[src/rtl/dram_arb_pkg.sv]
// Shared definitions for the DRAM request arbiter.
// Holds the AXI field widths, the fixed AR/AW size and burst encodings, the
// default row-field location in the address, and the arbiter state encoding.
package dram_arb_pkg;

  // AXI field widths used by the DRAM wrapper's slave address channels.
  localparam int AXI_ADDR_BITS = 32;
  localparam int AXI_LEN_BITS  = 4;
  localparam int AXI_ID_BITS   = 4;
  localparam int AXI_IDS_BITS  = 8;   // slave-side ID = {owner tag, master ID}

  // Default location of the DRAM row field inside an address.
  localparam int ROW_MSB_DEF    = 22;
  localparam int ROW_LSB_DEF    = 12;
  localparam int STARVE_MAX_DEF = 3;

  // Every burst uses 32-bit beats and incrementing addresses.
  localparam logic [2:0] SIZE_WORD  = 3'b010;
  localparam logic [1:0] BURST_INCR = 2'b01;

  typedef enum logic [1:0] {
    ARB_IDLE   = 2'd0,
    ARB_ISSUE  = 2'd1,
    ARB_WAIT_R = 2'd2,
    ARB_WAIT_B = 2'd3
  } arb_state_t;

endpackage

[src/rtl/dram_req_arbiter_if.sv]
// Bundle of the requester-side and DRAM-wrapper-side signals of the arbiter.
//   req_*      : two packed requesters (bit/field i = requester i)
//   AR*/AW*    : address channels toward the wrapper's AXI slave ports
//   R*/B*      : completion monitor taps (the arbiter only observes them)
// Modports:
//   master : the arbiter (drives req_ready and the AR/AW channels)
//   slave  : the environment (requesters plus DRAM wrapper)
interface dram_req_arbiter_if;
  import dram_arb_pkg::*;

  logic [1:0]                 req_valid;
  logic [1:0]                 req_write;
  logic [2*AXI_ADDR_BITS-1:0] req_addr;
  logic [2*AXI_LEN_BITS-1:0]  req_len;
  logic [2*AXI_ID_BITS-1:0]   req_id;
  logic [1:0]                 req_ready;

  logic [AXI_IDS_BITS-1:0]  ARID_S;
  logic [AXI_ADDR_BITS-1:0] ARADDR_S;
  logic [AXI_LEN_BITS-1:0]  ARLEN_S;
  logic [2:0]               ARSIZE_S;
  logic [1:0]               ARBURST_S;
  logic                     ARVALID_S;
  logic                     ARREADY_S;

  logic [AXI_IDS_BITS-1:0]  AWID_S;
  logic [AXI_ADDR_BITS-1:0] AWADDR_S;
  logic [AXI_LEN_BITS-1:0]  AWLEN_S;
  logic [2:0]               AWSIZE_S;
  logic [1:0]               AWBURST_S;
  logic                     AWVALID_S;
  logic                     AWREADY_S;

  logic RVALID_S, RREADY_S, RLAST_S;
  logic BVALID_S, BREADY_S;

  modport master (
    input  req_valid, req_write, req_addr, req_len, req_id,
    output req_ready,
    output ARID_S, ARADDR_S, ARLEN_S, ARSIZE_S, ARBURST_S, ARVALID_S,
    input  ARREADY_S,
    output AWID_S, AWADDR_S, AWLEN_S, AWSIZE_S, AWBURST_S, AWVALID_S,
    input  AWREADY_S,
    input  RVALID_S, RREADY_S, RLAST_S,
    input  BVALID_S, BREADY_S
  );

  modport slave (
    output req_valid, req_write, req_addr, req_len, req_id,
    input  req_ready,
    input  ARID_S, ARADDR_S, ARLEN_S, ARSIZE_S, ARBURST_S, ARVALID_S,
    output ARREADY_S,
    input  AWID_S, AWADDR_S, AWLEN_S, AWSIZE_S, AWBURST_S, AWVALID_S,
    output AWREADY_S,
    output RVALID_S, RREADY_S, RLAST_S,
    output BVALID_S, BREADY_S
  );

endinterface

[src/rtl/dram_arb_pick.sv]
// Arbitration policy for the two DRAM requesters (purely combinational).
// Ports:
//   valid        in  pending requests, bit i = requester i
//   row          in  row field of each request
//   last_row     in  row of the last granted burst
//   last_row_vld in  last_row holds a real row
//   owner        in  last granted requester (round-robin pointer)
//   capture      in  a grant is taken this cycle
//   starve       in  current lost-arbitration counters
//   win          out selected requester (meaningful when valid != 0)
//   starve_next  out counter values to load on the next clock
// Priority: single request > starvation limit > open-row hit > round-robin.
module dram_arb_pick #(
  parameter int ROW_W      = 11,
  parameter int STARVE_MAX = 3,
  parameter int SW         = 2
) (
  input  logic [1:0]            valid,
  input  logic [1:0][ROW_W-1:0] row,
  input  logic [ROW_W-1:0]      last_row,
  input  logic                  last_row_vld,
  input  logic                  owner,
  input  logic                  capture,
  input  logic [1:0][SW-1:0]    starve,
  output logic                  win,
  output logic [1:0][SW-1:0]    starve_next
);

  logic [1:0] sat;
  logic [1:0] hit;
  logic       rr_pick;

  genvar gi;
  generate
    for (gi = 0; gi < 2; gi++) begin : g_flags
      assign sat[gi] = (starve[gi] == SW'(STARVE_MAX));
      assign hit[gi] = last_row_vld && (row[gi] == last_row);
    end
  endgenerate

  // Round-robin favours whoever did not hold the last grant.
  assign rr_pick = ~owner;

  always_comb begin
    win = rr_pick;
    if (valid == 2'b01) begin
      win = 1'b0;
    end else if (valid == 2'b10) begin
      win = 1'b1;
    end else if (sat == 2'b11) begin
      // Both starved: neither bound can be honoured, fall back to fairness.
      win = rr_pick;
    end else if (sat[0]) begin
      win = 1'b0;
    end else if (sat[1]) begin
      win = 1'b1;
    end else if (hit == 2'b01) begin
      win = 1'b0;
    end else if (hit == 2'b10) begin
      win = 1'b1;
    end else begin
      win = rr_pick;
    end
  end

  // Winner clears; a loser that was actually waiting counts up, saturating.
  always_comb begin
    starve_next = starve;
    if (capture) begin
      for (int i = 0; i < 2; i++) begin
        if (win == 1'(i)) begin
          starve_next[i] = '0;
        end else if (valid[i] && !sat[i]) begin
          starve_next[i] = starve[i] + 1'b1;
        end
      end
    end
  end

endmodule

[src/rtl/dram_req_arbiter.sv]
// Two-requester transaction scheduler in front of the DRAM wrapper.
// One burst is outstanding at a time; the next grant waits for the RLAST or
// B handshake of the current burst.
// Ports:
//   clk   in   clock
//   rst   in   asynchronous active-low reset
//   bus   if   requester inputs, req_ready, AR/AW channels, R/B monitors
//   busy  out  a transaction is in flight
//   owner out  current / last granted requester
module dram_req_arbiter
  import dram_arb_pkg::*;
#(
  parameter int ROW_MSB    = ROW_MSB_DEF,
  parameter int ROW_LSB    = ROW_LSB_DEF,
  parameter int STARVE_MAX = STARVE_MAX_DEF
) (
  input  logic               clk,
  input  logic               rst,
  dram_req_arbiter_if.master bus,
  output logic               busy,
  output logic               owner
);

  localparam int ROW_W = ROW_MSB - ROW_LSB + 1;
  localparam int SW    = $clog2(STARVE_MAX + 1);
  localparam int OWN_W = AXI_IDS_BITS - AXI_ID_BITS;

  localparam logic [1:0] S_IDLE   = ARB_IDLE;
  localparam logic [1:0] S_ISSUE  = ARB_ISSUE;
  localparam logic [1:0] S_WAIT_R = ARB_WAIT_R;
  localparam logic [1:0] S_WAIT_B = ARB_WAIT_B;

  logic [1:0]               state_reg, state_next;
  logic                     owner_reg;
  logic                     write_reg;
  logic [AXI_ADDR_BITS-1:0] addr_reg;
  logic [AXI_LEN_BITS-1:0]  len_reg;
  logic [AXI_IDS_BITS-1:0]  id_reg;
  logic [ROW_W-1:0]         last_row_reg;
  logic                     last_row_vld_reg;
  logic [1:0][SW-1:0]       starve_reg, starve_next;

  logic [1:0][AXI_ADDR_BITS-1:0] req_addr_w;
  logic [1:0][AXI_LEN_BITS-1:0]  req_len_w;
  logic [1:0][AXI_ID_BITS-1:0]   req_id_w;
  logic [1:0][ROW_W-1:0]         req_row;

  logic win;
  logic capture;
  logic issue_hs;
  logic r_done;
  logic b_done;

  genvar gi;
  generate
    for (gi = 0; gi < 2; gi++) begin : g_req
      assign req_addr_w[gi] = bus.req_addr[AXI_ADDR_BITS*gi +: AXI_ADDR_BITS];
      assign req_len_w[gi]  = bus.req_len[AXI_LEN_BITS*gi +: AXI_LEN_BITS];
      assign req_id_w[gi]   = bus.req_id[AXI_ID_BITS*gi +: AXI_ID_BITS];
      assign req_row[gi]    = req_addr_w[gi][ROW_MSB:ROW_LSB];
    end
  endgenerate

  assign capture  = (state_reg == S_IDLE) && (bus.req_valid != 2'b00);
  assign issue_hs = (state_reg == S_ISSUE) &&
                    (write_reg ? bus.AWREADY_S : bus.ARREADY_S);
  // Completion taps are only honoured in the matching wait state, so stray
  // handshakes in IDLE/ISSUE (or of the wrong kind) fall through.
  assign r_done   = bus.RVALID_S && bus.RREADY_S && bus.RLAST_S;
  assign b_done   = bus.BVALID_S && bus.BREADY_S;

  dram_arb_pick #(
    .ROW_W      (ROW_W),
    .STARVE_MAX (STARVE_MAX),
    .SW         (SW)
  ) u_pick (
    .valid        (bus.req_valid),
    .row          (req_row),
    .last_row     (last_row_reg),
    .last_row_vld (last_row_vld_reg),
    .owner        (owner_reg),
    .capture      (capture),
    .starve       (starve_reg),
    .win          (win),
    .starve_next  (starve_next)
  );

  always_comb begin
    state_next = state_reg;
    case (state_reg)
      S_IDLE:   if (capture)  state_next = S_ISSUE;
      S_ISSUE:  if (issue_hs) state_next = write_reg ? S_WAIT_B : S_WAIT_R;
      S_WAIT_R: if (r_done)   state_next = S_IDLE;
      S_WAIT_B: if (b_done)   state_next = S_IDLE;
      default:                state_next = S_IDLE;
    endcase
  end

  always_ff @(posedge clk or negedge rst) begin
    if (!rst) begin
      state_reg        <= S_IDLE;
      owner_reg        <= 1'b1;     // requester 0 takes the first tie
      write_reg        <= 1'b0;
      addr_reg         <= '0;
      len_reg          <= '0;
      id_reg           <= '0;
      last_row_reg     <= '0;
      last_row_vld_reg <= 1'b0;
      starve_reg       <= '0;
    end else begin
      state_reg  <= state_next;
      starve_reg <= starve_next;
      if (capture) begin
        owner_reg <= win;
        write_reg <= bus.req_write[win];
        addr_reg  <= req_addr_w[win];
        len_reg   <= req_len_w[win];
        // Owner tag in the upper ID bits lets the wrapper's responses be
        // traced back to the requester.
        id_reg    <= {OWN_W'(win), req_id_w[win]};
      end
      if (issue_hs) begin
        last_row_reg     <= addr_reg[ROW_MSB:ROW_LSB];
        last_row_vld_reg <= 1'b1;
      end
    end
  end

  // Grant pulse is Mealy so the requester sees it in its request cycle.
  assign bus.req_ready = capture ? (win ? 2'b10 : 2'b01) : 2'b00;

  assign bus.ARVALID_S = (state_reg == S_ISSUE) && !write_reg;
  assign bus.ARID_S    = id_reg;
  assign bus.ARADDR_S  = addr_reg;
  assign bus.ARLEN_S   = len_reg;
  assign bus.ARSIZE_S  = SIZE_WORD;
  assign bus.ARBURST_S = BURST_INCR;

  assign bus.AWVALID_S = (state_reg == S_ISSUE) && write_reg;
  assign bus.AWID_S    = id_reg;
  assign bus.AWADDR_S  = addr_reg;
  assign bus.AWLEN_S   = len_reg;
  assign bus.AWSIZE_S  = SIZE_WORD;
  assign bus.AWBURST_S = BURST_INCR;

  assign busy  = (state_reg != S_IDLE);
  assign owner = owner_reg;

endmodule
[src/flat_wrapper.sv]
// flat-port wrapper written by rule: the top's interface ports become plain ports
module dram_req_arbiter_flat import dram_arb_pkg::*;
#(
  parameter int ROW_MSB    = ROW_MSB_DEF,
  parameter int ROW_LSB    = ROW_LSB_DEF,
  parameter int STARVE_MAX = STARVE_MAX_DEF
)
  (clk, rst, busy, owner, bus_req_valid, bus_req_write, bus_req_addr, bus_req_len, bus_req_id, bus_req_ready, bus_ARID_S, bus_ARADDR_S, bus_ARLEN_S, bus_ARSIZE_S, bus_ARBURST_S, bus_ARVALID_S, bus_ARREADY_S, bus_AWID_S, bus_AWADDR_S, bus_AWLEN_S, bus_AWSIZE_S, bus_AWBURST_S, bus_AWVALID_S, bus_AWREADY_S, bus_RVALID_S, bus_RREADY_S, bus_RLAST_S, bus_BVALID_S, bus_BREADY_S);
  dram_req_arbiter_if bus_i ();
  input  logic clk;
  input  logic rst;
  output logic busy;
  output logic owner;
  input wire logic [$bits(bus_i.req_valid)-1:0] bus_req_valid;
  input wire logic [$bits(bus_i.req_write)-1:0] bus_req_write;
  input wire logic [$bits(bus_i.req_addr)-1:0] bus_req_addr;
  input wire logic [$bits(bus_i.req_len)-1:0] bus_req_len;
  input wire logic [$bits(bus_i.req_id)-1:0] bus_req_id;
  output wire logic [$bits(bus_i.req_ready)-1:0] bus_req_ready;
  output wire logic [$bits(bus_i.ARID_S)-1:0] bus_ARID_S;
  output wire logic [$bits(bus_i.ARADDR_S)-1:0] bus_ARADDR_S;
  output wire logic [$bits(bus_i.ARLEN_S)-1:0] bus_ARLEN_S;
  output wire logic [$bits(bus_i.ARSIZE_S)-1:0] bus_ARSIZE_S;
  output wire logic [$bits(bus_i.ARBURST_S)-1:0] bus_ARBURST_S;
  output wire logic [$bits(bus_i.ARVALID_S)-1:0] bus_ARVALID_S;
  input wire logic [$bits(bus_i.ARREADY_S)-1:0] bus_ARREADY_S;
  output wire logic [$bits(bus_i.AWID_S)-1:0] bus_AWID_S;
  output wire logic [$bits(bus_i.AWADDR_S)-1:0] bus_AWADDR_S;
  output wire logic [$bits(bus_i.AWLEN_S)-1:0] bus_AWLEN_S;
  output wire logic [$bits(bus_i.AWSIZE_S)-1:0] bus_AWSIZE_S;
  output wire logic [$bits(bus_i.AWBURST_S)-1:0] bus_AWBURST_S;
  output wire logic [$bits(bus_i.AWVALID_S)-1:0] bus_AWVALID_S;
  input wire logic [$bits(bus_i.AWREADY_S)-1:0] bus_AWREADY_S;
  input wire logic [$bits(bus_i.RVALID_S)-1:0] bus_RVALID_S;
  input wire logic [$bits(bus_i.RREADY_S)-1:0] bus_RREADY_S;
  input wire logic [$bits(bus_i.RLAST_S)-1:0] bus_RLAST_S;
  input wire logic [$bits(bus_i.BVALID_S)-1:0] bus_BVALID_S;
  input wire logic [$bits(bus_i.BREADY_S)-1:0] bus_BREADY_S;
  assign bus_i.req_valid = bus_req_valid;
  assign bus_i.req_write = bus_req_write;
  assign bus_i.req_addr = bus_req_addr;
  assign bus_i.req_len = bus_req_len;
  assign bus_i.req_id = bus_req_id;
  assign bus_req_ready = bus_i.req_ready;
  assign bus_ARID_S = bus_i.ARID_S;
  assign bus_ARADDR_S = bus_i.ARADDR_S;
  assign bus_ARLEN_S = bus_i.ARLEN_S;
  assign bus_ARSIZE_S = bus_i.ARSIZE_S;
  assign bus_ARBURST_S = bus_i.ARBURST_S;
  assign bus_ARVALID_S = bus_i.ARVALID_S;
  assign bus_i.ARREADY_S = bus_ARREADY_S;
  assign bus_AWID_S = bus_i.AWID_S;
  assign bus_AWADDR_S = bus_i.AWADDR_S;
  assign bus_AWLEN_S = bus_i.AWLEN_S;
  assign bus_AWSIZE_S = bus_i.AWSIZE_S;
  assign bus_AWBURST_S = bus_i.AWBURST_S;
  assign bus_AWVALID_S = bus_i.AWVALID_S;
  assign bus_i.AWREADY_S = bus_AWREADY_S;
  assign bus_i.RVALID_S = bus_RVALID_S;
  assign bus_i.RREADY_S = bus_RREADY_S;
  assign bus_i.RLAST_S = bus_RLAST_S;
  assign bus_i.BVALID_S = bus_BVALID_S;
  assign bus_i.BREADY_S = bus_BREADY_S;
  dram_req_arbiter #(.ROW_MSB(ROW_MSB), .ROW_LSB(ROW_LSB), .STARVE_MAX(STARVE_MAX)) u_core (.clk(clk), .rst(rst), .bus(bus_i), .busy(busy), .owner(owner));
endmodule
[config.mk]
export PLATFORM = sky130hd
export DESIGN_NAME = dram_req_arbiter_flat
export DESIGN_NICKNAME = d
export VERILOG_FILES = /design/src/rtl/dram_arb_pkg.sv /design/src/rtl/dram_req_arbiter_if.sv /design/src/rtl/dram_arb_pick.sv /design/src/rtl/dram_req_arbiter.sv /design/src/flat_wrapper.sv
export SDC_FILE = /design/constraint.sdc
export NUM_CORES = 1
export LEC_CHECK = 0
export ABC_AREA = 0
export BUFFER_PORTS_ARGS = -buffer_cell sky130_fd_sc_hd__buf_2
export CAP_MARGIN = 20
export CORE_ASPECT_RATIO = 0.6
export CORE_MARGIN = 2
export CORE_UTILIZATION = 34
export CTS_CLUSTER_DIAMETER = 80
export DETAILED_ROUTE_END_ITERATION = 12
export PLACE_DENSITY = 0.62
export SETUP_SLACK_MARGIN = 0.15
export SYNTH_ARGS = -nofsm -noshare
export SYNTH_HDL_FRONTEND = slang
export SYNTH_HIERARCHICAL = 1
export SYNTH_SLANG_ARGS = --single-unit
[constraint.sdc]
create_clock -name clk -period 3 [get_ports clk]
set_clock_uncertainty 0.05 [all_clocks]
set_input_delay 0 -clock clk [delete_from_list [all_inputs] [get_ports clk]]
set_output_delay 0 -clock clk [all_outputs]
set_load 0.005 [all_outputs]
* Word level (Yosys, flattened, before mapping)
Cells that the tools add are included.
Cells by class: $add $sub $neg 2, multiply operators 0, div/mod/pow operators 0, order comparisons 1, eq/ne operators 17, shift operators 0, mux-type cells 28, bitwise operators 1, reductions and logical operators 21
Operator list (count):
- two-way mux 32 bit | 2
- == test 11 bit | 2
- two-way mux 2 bit | 10
- two-way mux 4 bit | 4
- == test 2 bit, second input constant | 7
- logical AND 1 bit | 11
- two-way mux 1 bit | 11
- inequality test 2 x 1 -> 1 bit, second input constant | 4
- case mux 2 bit (4 select lines) | 1
- == test 2 x 1 -> 1 bit, second input constant | 3
- nonzero test 2 bit | 3
- adder 2 x 1 -> 2 bit, second input constant | 2
- AND reduction 2 bit | 2
- AND reduction 4 bit | 1
- zero test 1 bit | 3
- zero test 2 bit | 1
- < comparator 1 x 2 -> 1 bit, second input constant | 1
- inequality test 2 bit, second input constant | 1
- NOT 1 bit | 1
Word-level totals: register bits 61, latch bits 0, RAM bits 0, memory bits (read-only) 0, output and inout port bits 104, logic and storage cells 80, memories 0

* Logic depth before layout (Yosys ltp)
Gate-level depths: netlist of run 1.
word-level depth 12, gate-level depth with buffers 10

* Cells and area by module
The synthesis of run 1 kept the hierarchy.
Modules (own cells, without submodules):
- dram_req_arbiter | times used 1, cells an instance 244, area an instance 3369.5 um2, seq. area each 1527.7 um2
- dram_arb_pick | times used 1, cells an instance 75, area an instance 518.0 um2, seq. area each 0.0 um2

* Least setup slack after synthesis of run 1
No wires, ideal clock.
kind reg2reg, from register u_core.last_row_reg[2], to register u_core.addr_reg[0], in the netlist u_core/bus.ARADDR_S[0], library setup time 0.128 ns, data arrival time 2.434 ns, data required time 2.822 ns, path slack 0.388 ns, cell stages (with the launch flop) 11, period minus slack after synthesis 2.612 ns, cell sequence dfrtp_1 -> xnor2_1 -> nand4_1 -> or3_1 -> o21ai_0 -> a21oi_1 -> a21oi_1 -> buf_2 -> buf_2 -> mux2_2 -> mux2_1
Between the ends: word-level cells in the longest chain between the ends 12
RTL lines:
- start: declaration | RTL line dram_req_arbiter.sv:39 | logic [ROW_W-1:0] last_row_reg;
- start signal: assignment | RTL line dram_req_arbiter.sv:123 | last_row_reg <= addr_reg[ROW_MSB:ROW_LSB];
- == test 11 bit | RTL line dram_arb_pick.sv:37 | assign hit[gi] = last_row_vld && (row[gi] == last_row);
- logical AND 1 bit | RTL line dram_arb_pick.sv:37
- == test 2 bit | RTL line dram_arb_pick.sv:59 | end else if (hit == 2'b10) begin
- two-way mux 1 bit | RTL line dram_arb_pick.sv:59
- two-way mux 1 bit (*) | RTL line dram_arb_pick.sv:57 | end else if (hit == 2'b01) begin
- two-way mux 1 bit (*) | RTL line dram_arb_pick.sv:55 | end else if (sat[1]) begin
- two-way mux 1 bit (*) | RTL line dram_arb_pick.sv:53 | end else if (sat[0]) begin
- two-way mux 1 bit (*) | RTL line dram_arb_pick.sv:50 | end else if (sat == 2'b11) begin
- two-way mux 1 bit (*) | RTL line dram_arb_pick.sv:48 | end else if (valid == 2'b10) begin
- two-way mux 1 bit (*) | RTL line dram_arb_pick.sv:46 | if (valid == 2'b01) begin
- net u_core.win | RTL line dram_req_arbiter.sv:48 | logic win;
- two-way mux 32 bit (not written as such) (*) (2 in series) | RTL line dram_req_arbiter.sv:116 | addr_reg <= req_addr_w[win];
- end signal: assignment | RTL line dram_req_arbiter.sv:116
- end: declaration | RTL line dram_req_arbiter.sv:36 | logic [AXI_ADDR_BITS-1:0] addr_reg;
Mark *: on every way through the listed nets, which the timed path passes. The rest lies on a longest branch. The select of a mux whose other input is x is not followed. A chain may end at the register's enable or synchronous reset.

* Worst setup path in the final report of run 1
from register u_core.last_row_reg[2], to register u_core.addr_reg[10], in the netlist u_core/bus.ARADDR_S[10]
Same word-level chain as after synthesis.

==> results of run 1 <==
-- area by class of cell --
class | count | area share (%)
inverters | 8 | 0.529
multi-input cells | 197 | 33.4
clock buffers | 11 | 4.46
well taps | 144 | 3.18
repair buffers | 256 | 30.7
flip-flops and latches | 61 | 26.9
clock inverters | 4 | 0.838
-- worst max-delay path, stage by stage, from the launching register on --
cell and delay, ps:
dfrtp_1 430, xnor2_2 230, nand4_1 120, or3_1 400, o21ai_1 160, a21oi_2 100, a21oi_4 140, buf_12 140
clkbuf_16 200, mux2_2 350, mux2_2 260
-- per-layer routing --
| metal | global-route usage (%) | vias up | wire (um) |
|---|---|---|---|
| met5 | 0 | - | 0 |
| met2 | 28.4 | 136 | 5040 |
| met1 | 20.7 | 1526 | 4750 |
| met3 | 5.14 | 13 | 718 |
| li1 | - | 1487 | - |
| met4 | 4.36 | 0 | 102 |
-- power groups by stage --
stage / Sequential [mW] / Clock [mW] / Combinational, mW
6_report: 1.64 / 1.04 / 2.67
3_3_place_gp: 1.61 / 0 / 2.39
5_1_grt: 1.71 / 1.12 / 2.89
4_1_cts: 1.64 / 1.07 / 2.52
2_1_floorplan: 1.60 / 0 / 1.93
3_5_place_dp: 1.64 / 0 / 2.43
-- how the worst min path moves through the flow --
stage / startpoint / to / slack, ps / cells past startpoint
5_1_grt: bus_req_addr[48] / u_core/bus.ARADDR_S[16] / 5 / 3
3_3_place_gp: rst / u_core/bus.ARADDR_S[30] / 160 / 1
6_report: bus_req_addr[38] / u_core/bus.ARADDR_S[6] / 10 / 3
2_1_floorplan: rst / u_core/bus.ARADDR_S[0] / -350 / 0
4_1_cts: bus_req_addr[39] / u_core/bus.ARADDR_S[7] / 0.2 / 3
3_5_place_dp: rst / u_core/bus.ARLEN_S[1] / 170 / 1
-- cell usage in the layout (no fill, tap or decap), types with 2 or more instances in the layout --
master,count
inv_1,8
mux2_4,28
buf_12,4
mux2_1,9
buf_2,180
a31o_2,2
clkinv_2,2
clkbuf_16,12
mux2i_1,4
dlygate4sd3_1,66
nand2b_1,2
nor3_1,4
xnor2_1,18
and2_1,3
nand2_1,5
ha_1,2
buf_4,3
dfrtp_1,60
a21oi_1,4
conb_1,16
mux2_2,56
o22ai_1,2
clkbuf_8,2
o21ai_0,2
xnor2_2,4
or3_1,2
nor2_1,6
nand4_1,12
-- cells by family after synthesis --
family | share of synthesized area [%]
multiplexers | 30.7
buffers and inverters | 14.5
flip-flops | 39.3
AND/OR/NAND/NOR | 5.89
XOR/XNOR | 4.96
AO/OA/AOI/OAI | 3.60
adder cells (fa/ha/maj) | 0.933
other | 0.193
-- timing repair --
| item | 4_1_cts | 5_1_grt |
|---|---|---|
| pin swaps | 0 | 1 |
| setup buffers | 0 | 1 |
| setup endpoints to repair | 1 | 40 |
| gates cloned | 0 | 3 |
| hold buffers | 65 | 1 |
| gates resized for setup | 1 | 5 |
| hold endpoints to repair | 74 | 1 |
==> summary.md, run 1 <==
| Metric | Value |
|---|---|
| Status | complete, no violations |
| Port Buffer Count | 180 |
| Combinational share of power | 49.9% |
| CTS Sinks | 61 |
| Crit. Startpoint | u_core/last_row_reg[2] |
| Slew HR | about three fifths |
| Mean number of vias per cell | 4.64 |
| Most frequent cell after synthesis | dfrtp_1 |
| Reg2Reg Launch Point | u_core/last_row_reg[2] |
| Fin cells | about 680 |
| CTS tree | built |
| All-Layer GR Usage | between 10% and 20% |
| Clock Path Buffers | 2 |
| Hold slack | 10.5 ps |
| Effective utilization at floorplan | 34.6% |
| Crit path DAT | ~2900 ps |
| Synth Flop Type | dfrtp_1 |
| Worst slack, placed | roughly 170 ps |
| Clk Tree Root Cell | clkbuf_16 |
| Wire length per cell | 15.6 um |
| Hold/Removal Path Class | input pin to flip-flop |
| RSZ-0062 raised after global routing | false |
| Largest register FFs | 32 |
| Final setup vio count | 0 |
| Synthesized instance count | 319 |
| Setup TNS | 0 ps |
| Post-synth ARST share | 100% |
| Area grow syn2layout | 45.9% |
| IO Count | 197 |
| Rows | 30 |
| Hold Vio Cnt, Final | 0 |
| DRT Wirelength | approximately 11 mm |
| Final period util | between 90 and 100% |
| EDFF count, synth | 0 |
| Setup slack after layout | 296 ps |
| Clk slew on worst S/H paths | 50 ps |
| GP Congestion | 0.832 |
| Layout net count | 628 |
| Remaining Overflow, GRT | 0 |
| Power, Total | roughly 5.4 mW |
| DP Cell Count | 595 |
| Global-route wire length before repair | 15.7 mm |
| # diodes | 0 |
| Yosys warning total | 6 |
| Pre-antenna DRT Iters | 4 |
| Residual DRC | 0 |
| Placed Instance Area | 4560 um2 |
| Reg2reg setup slack | around 300 ps |
| Type of origin of the critical path | flip-flop |
| R2r endpoint | u_core/bus.ARADDR_S[10] |
| Die area | 12,300 um2 |
| Number of fillers in the final layout | 979 |
| IR drop worst, VDD | 0.413 mV |
| Power Density | 944 nW/um2 |
| Post-DP HPWL | 6.71 mm |
| Post-synth top area share | 38.6% |
| Core area | 11,200 um2 |
| Multi-input logic area | 1900 um2 |
| Critical path type | flip-flop to flip-flop |
| H-Tree Level Count | 3 |
| Pleak | approximately 2.7 nW |
| Mean area per synthesized cell | approximately 12 um2 |
| Number of synthesized register bits | 61 |
| Vias in the first global route | roughly 3,100 |
| Post-Layout Inst Area | 5670 um2 |
| CTS buffer count | 9 |
| Cell variety after synth | 38 |
| Worst-Skew Late Latency | 330 ps |
| Register share of total power | a little under a third |
| Sequential area share after synthesis | between 30 and 40% |
| Slew Limit Fails | 0 |
| Internal power | 3.54 mW |
| DR iter-0 viols | 92 |
| CP Data Required Time | 3160 ps |
| Die Ht | 86.8 um |
| Switching share of power | 33.9% |
| Storage element area | 1530 um2 |
| CP Max Fanout | 18 |
| Die W | ~140 um |
| Final ANT Viol Nets | 0 |
| Most area-hungry cell type in the Yosys netlist | dfrtp_1 |
| Max Freq | around 370 MHz |
| Synth cell count leaders | dfrtp_1 (60), buf_4 (58), mux2_2 (56), mux2_4 (28), xnor2_1 (22) |
| Share of layout cells above drive strength 1 | 56.4% |
| Vias | 3,162 |
| Top post-synthesis cells by area | dfrtp_1 (39%), mux2_2 (16%), buf_4 (11%) |
| Max-cap viol count | 0 |
| Critical path endpoint category | flip-flop |
| P_sw | 1.81 mW |
| End point of the critical path | u_core/bus.ARADDR_S[10] |
| Clock Power Share | 19.4% |
| Worst slew pin tran | around 580 ps |
| Initial antenna violation count | 0 |
| Largest net degree at the start of global routing | 42 |
| Syn Std Cell Area | approximately 4000 um2 |
| Final core occ | 50.5% |
| R2R depth | 10 |
| Crit path time final | 2700 ps |
Note: power is estimated with default switching activity, not from simulation.
==> run 2: changes to the inputs <==
--- a/config.mk
+++ b/config.mk
@@ -11,7 +11,8 @@
 export CORE_ASPECT_RATIO = 0.6
 export CORE_MARGIN = 2
 export CORE_UTILIZATION = 34
-export CTS_CLUSTER_DIAMETER = 80
+export CTS_BUF_LIST = sky130_fd_sc_hd__clkbuf_4
+export CTS_CLUSTER_DIAMETER = 100
 export DETAILED_ROUTE_END_ITERATION = 12
 export PLACE_DENSITY = 0.62
 export SETUP_SLACK_MARGIN = 0.15
==> run 2 against run 1 <==
Global-route usage increased by 0.58 points. Final cell count increased by 3.1%. First-iteration DRC count up 24%. Largest cell class is now buffers. Largest power group unchanged.
==> summary.md, run 2 (synthesis results as in run 1) <==
| Metric | Value |
|---|---|
| Hold path depth | 4 (+1) |
| Slew HR | 60.1% (-1.2 points) |
| H-Tree Level Count | 3 (unchanged) |
| Commonest non-fill, non-tap cell in the layout | buf_2 |
| Hold Vio Cnt, Final | 0 (unchanged) |
| Most frequent cells in the layout | buf_2 (180), dlygate4sd3_1 (90), dfrtp_1 (59) |
| Post-DP HPWL | 6.71 mm (unchanged) |
| Crit path time final | 2730 ps (+25.7 ps) |
| # diodes | 0 (unchanged) |
| Share of layout cells above drive strength 1 | 53.4% (-3.0 points) |
| Final ANT Viol Nets | 0 (unchanged) |
| CP Data Required Time | 3230 ps (+70 ps) |
| R2R depth | 9 (-1) |
| Setup TNS | 0 ps (unchanged) |
| Crit path DAT | 2960 ps (+100 ps) |
| CTS Sinks | 61 (unchanged) |
| CTS buffer count | 9 (unchanged) |
| Status | complete, no violations |
| RSZ-0062 raised after global routing | false |
| Worst slew pin tran | 599 ps (+18.5 ps) |
| DR iter-0 viols | 114 (+24%) |
| R2r endpoint | u_core/bus.ARADDR_S[0] |
| WHS Endpoint | u_core/starve_reg[2] |
| Critical path type | flip-flop to flip-flop |
| Worst-Skew Late Latency | 420 ps (+90 ps) |
| Die Ht | 86.8 um (unchanged) |
| IO Count | 197 (unchanged) |
| Max-cap viol count | 0 (unchanged) |
| Die W | 142 um (unchanged) |
| Multi-input logic area | 1890 um2 (-0.40%) |
| Slew Limit Fails | 0 (unchanged) |
| Remaining Overflow, GRT | 0 (unchanged) |
| Rows | 30 (unchanged) |
| Port Buffer Count | 180 (unchanged) |
| Pre-antenna DRT Iters | 4 (unchanged) |
| Residual DRC | 0 (unchanged) |
| Largest net degree at the start of global routing | 42 (unchanged) |
| Global-route wire length before repair | 16.3 mm (+3.6%) |
| Pleak | 2.66 nW (-0.78%) |
| DP Cell Count | 595 (unchanged) |
| CP Max Fanout | 18 (unchanged) |
| Hold path startpoint | bus_req_valid[0] |
| Storage element area | 1530 um2 (about the same) |
| Effective utilization at floorplan | 34.6% (unchanged) |
| Clk Tree Root Cell | clkbuf_4 |
| Final core occ | 50.4% (-0.12 points) |
| Largest register FFs | 32 (unchanged) |
| Area grow syn2layout | 45.6% |
| Initial antenna violation count | 0 (unchanged) |
| All-Layer GR Usage | 17.2% (+0.58 points) |
| CTS tree | built |
| Layout net count | 649 (+3.3%) |
| Vias | 3,212 (+1.6%) |
| Worst slack, placed | 170 ps (unchanged) |
| IR drop worst, VDD | 0.369 mV (-11%) |
| Max Freq | 366 MHz (-0.94%) |
| Setup slack after layout | 271 ps (-25.7 ps) |
| Reg2reg setup slack | 270 ps (-30 ps) |
| Hold/Removal Path Class | input pin to flip-flop |
| Reg2Reg Launch Point | u_core/last_row_reg[9] |
| Core area | 11,200 um2 (unchanged) |
| Final setup vio count | 0 (unchanged) |
| Die area | 12,300 um2 (unchanged) |
| GP Congestion | 0.832 (unchanged) |
| Clk slew on worst S/H paths | 100 ps (+50 ps) |
| Mean number of vias per cell | 4.58 (-1.5%) |
| Final period util | 91.0% (+0.86 points) |
| Power Density | 851 nW/um2 (-9.8%) |
| Number of fillers in the final layout | 983 (+0.41%) |
| Clock Path Buffers | 2 (unchanged) |
| DRT Wirelength | 10.7 mm (+1.2%) |
| Critical path endpoint category | flip-flop |
| Wire length per cell | 15.3 um (-1.8%) |
| Type of origin of the critical path | flip-flop |
| Vias in the first global route | 3,286 (+4.5%) |
| Fin cells | 702 (+3.1%) |
[run 2: through the flow]
stage	cell area [um2]	hold slack, ps	total power, mW
2_1_floorplan	3940	-346	3.54
3_3_place_gp	4560	158	4.00
3_5_place_dp	4560	169	4.07
4_1_cts	5580	24.6	4.77
5_1_grt	5660	38.6	5.15
6_report	5660	58.2	4.82
[run 2: final cells by class]
| cell class | instances | area share, % |
|---|---|---|
| clock buffers | 9 | 1.19 |
| clock inverters | 6 | 0.973 |
| inverters | 8 | 0.531 |
| repair buffers | 277 | 33.7 |
| flip-flops and latches | 61 | 27.0 |
| well taps | 144 | 3.18 |
| multi-input cells | 197 | 33.4 |
[run 2: report_power, final]
part	switching (mW)	internal [mW]
clock	0.311	0.241
combinational	1.06	1.57
sequential	0.389	1.25
[run 2: repair_timing]
item | in CTS | in global routing
gates cloned | 0 | 1
gates resized for setup | 1 | 5
endpoints found under the setup margin | 5 | 42
hold buffers | 89 | 1
setup buffers | 0 | 0
pin swaps | 0 | 1
endpoints found under the hold margin | 86 | 7
[run 2: how the worst max path moves through the flow]
stage | from | endpoint | cells after the start
after detailed placement | u_core/last_row_reg[9] | u_core/bus.ARADDR_S[0] | 9
after global placement | u_core/last_row_reg[9] | u_core/bus.ARADDR_S[0] | 9
after floorplan | u_core/last_row_reg[2] | u_core/bus.ARADDR_S[0] | 10
after CTS | u_core/last_row_reg[9] | u_core/bus.ARADDR_S[0] | 9
after global routing | u_core/last_row_reg[3] | u_core/bus.ARADDR_S[0] | 9
final | u_core/last_row_reg[9] | u_core/bus.ARADDR_S[0] | 9
[run 2: critical path, stage by stage (launching register included)]
cell     delay (ps)
dfrtp_2         460
xnor2_2         240
nand4_1         140
or3_1           410
o21ai_1         160
a21oi_2         100
a21oi_4         210
buf_12          200
mux2_2          340
mux2_1          300
[run 2: metal layers]
metal  GRT usage (%)  part of all wire [%]
met5               0                     0
met4            5.09                   1.5
met3            5.41                   6.4
met2            30.0                    48
met1            20.6                    44
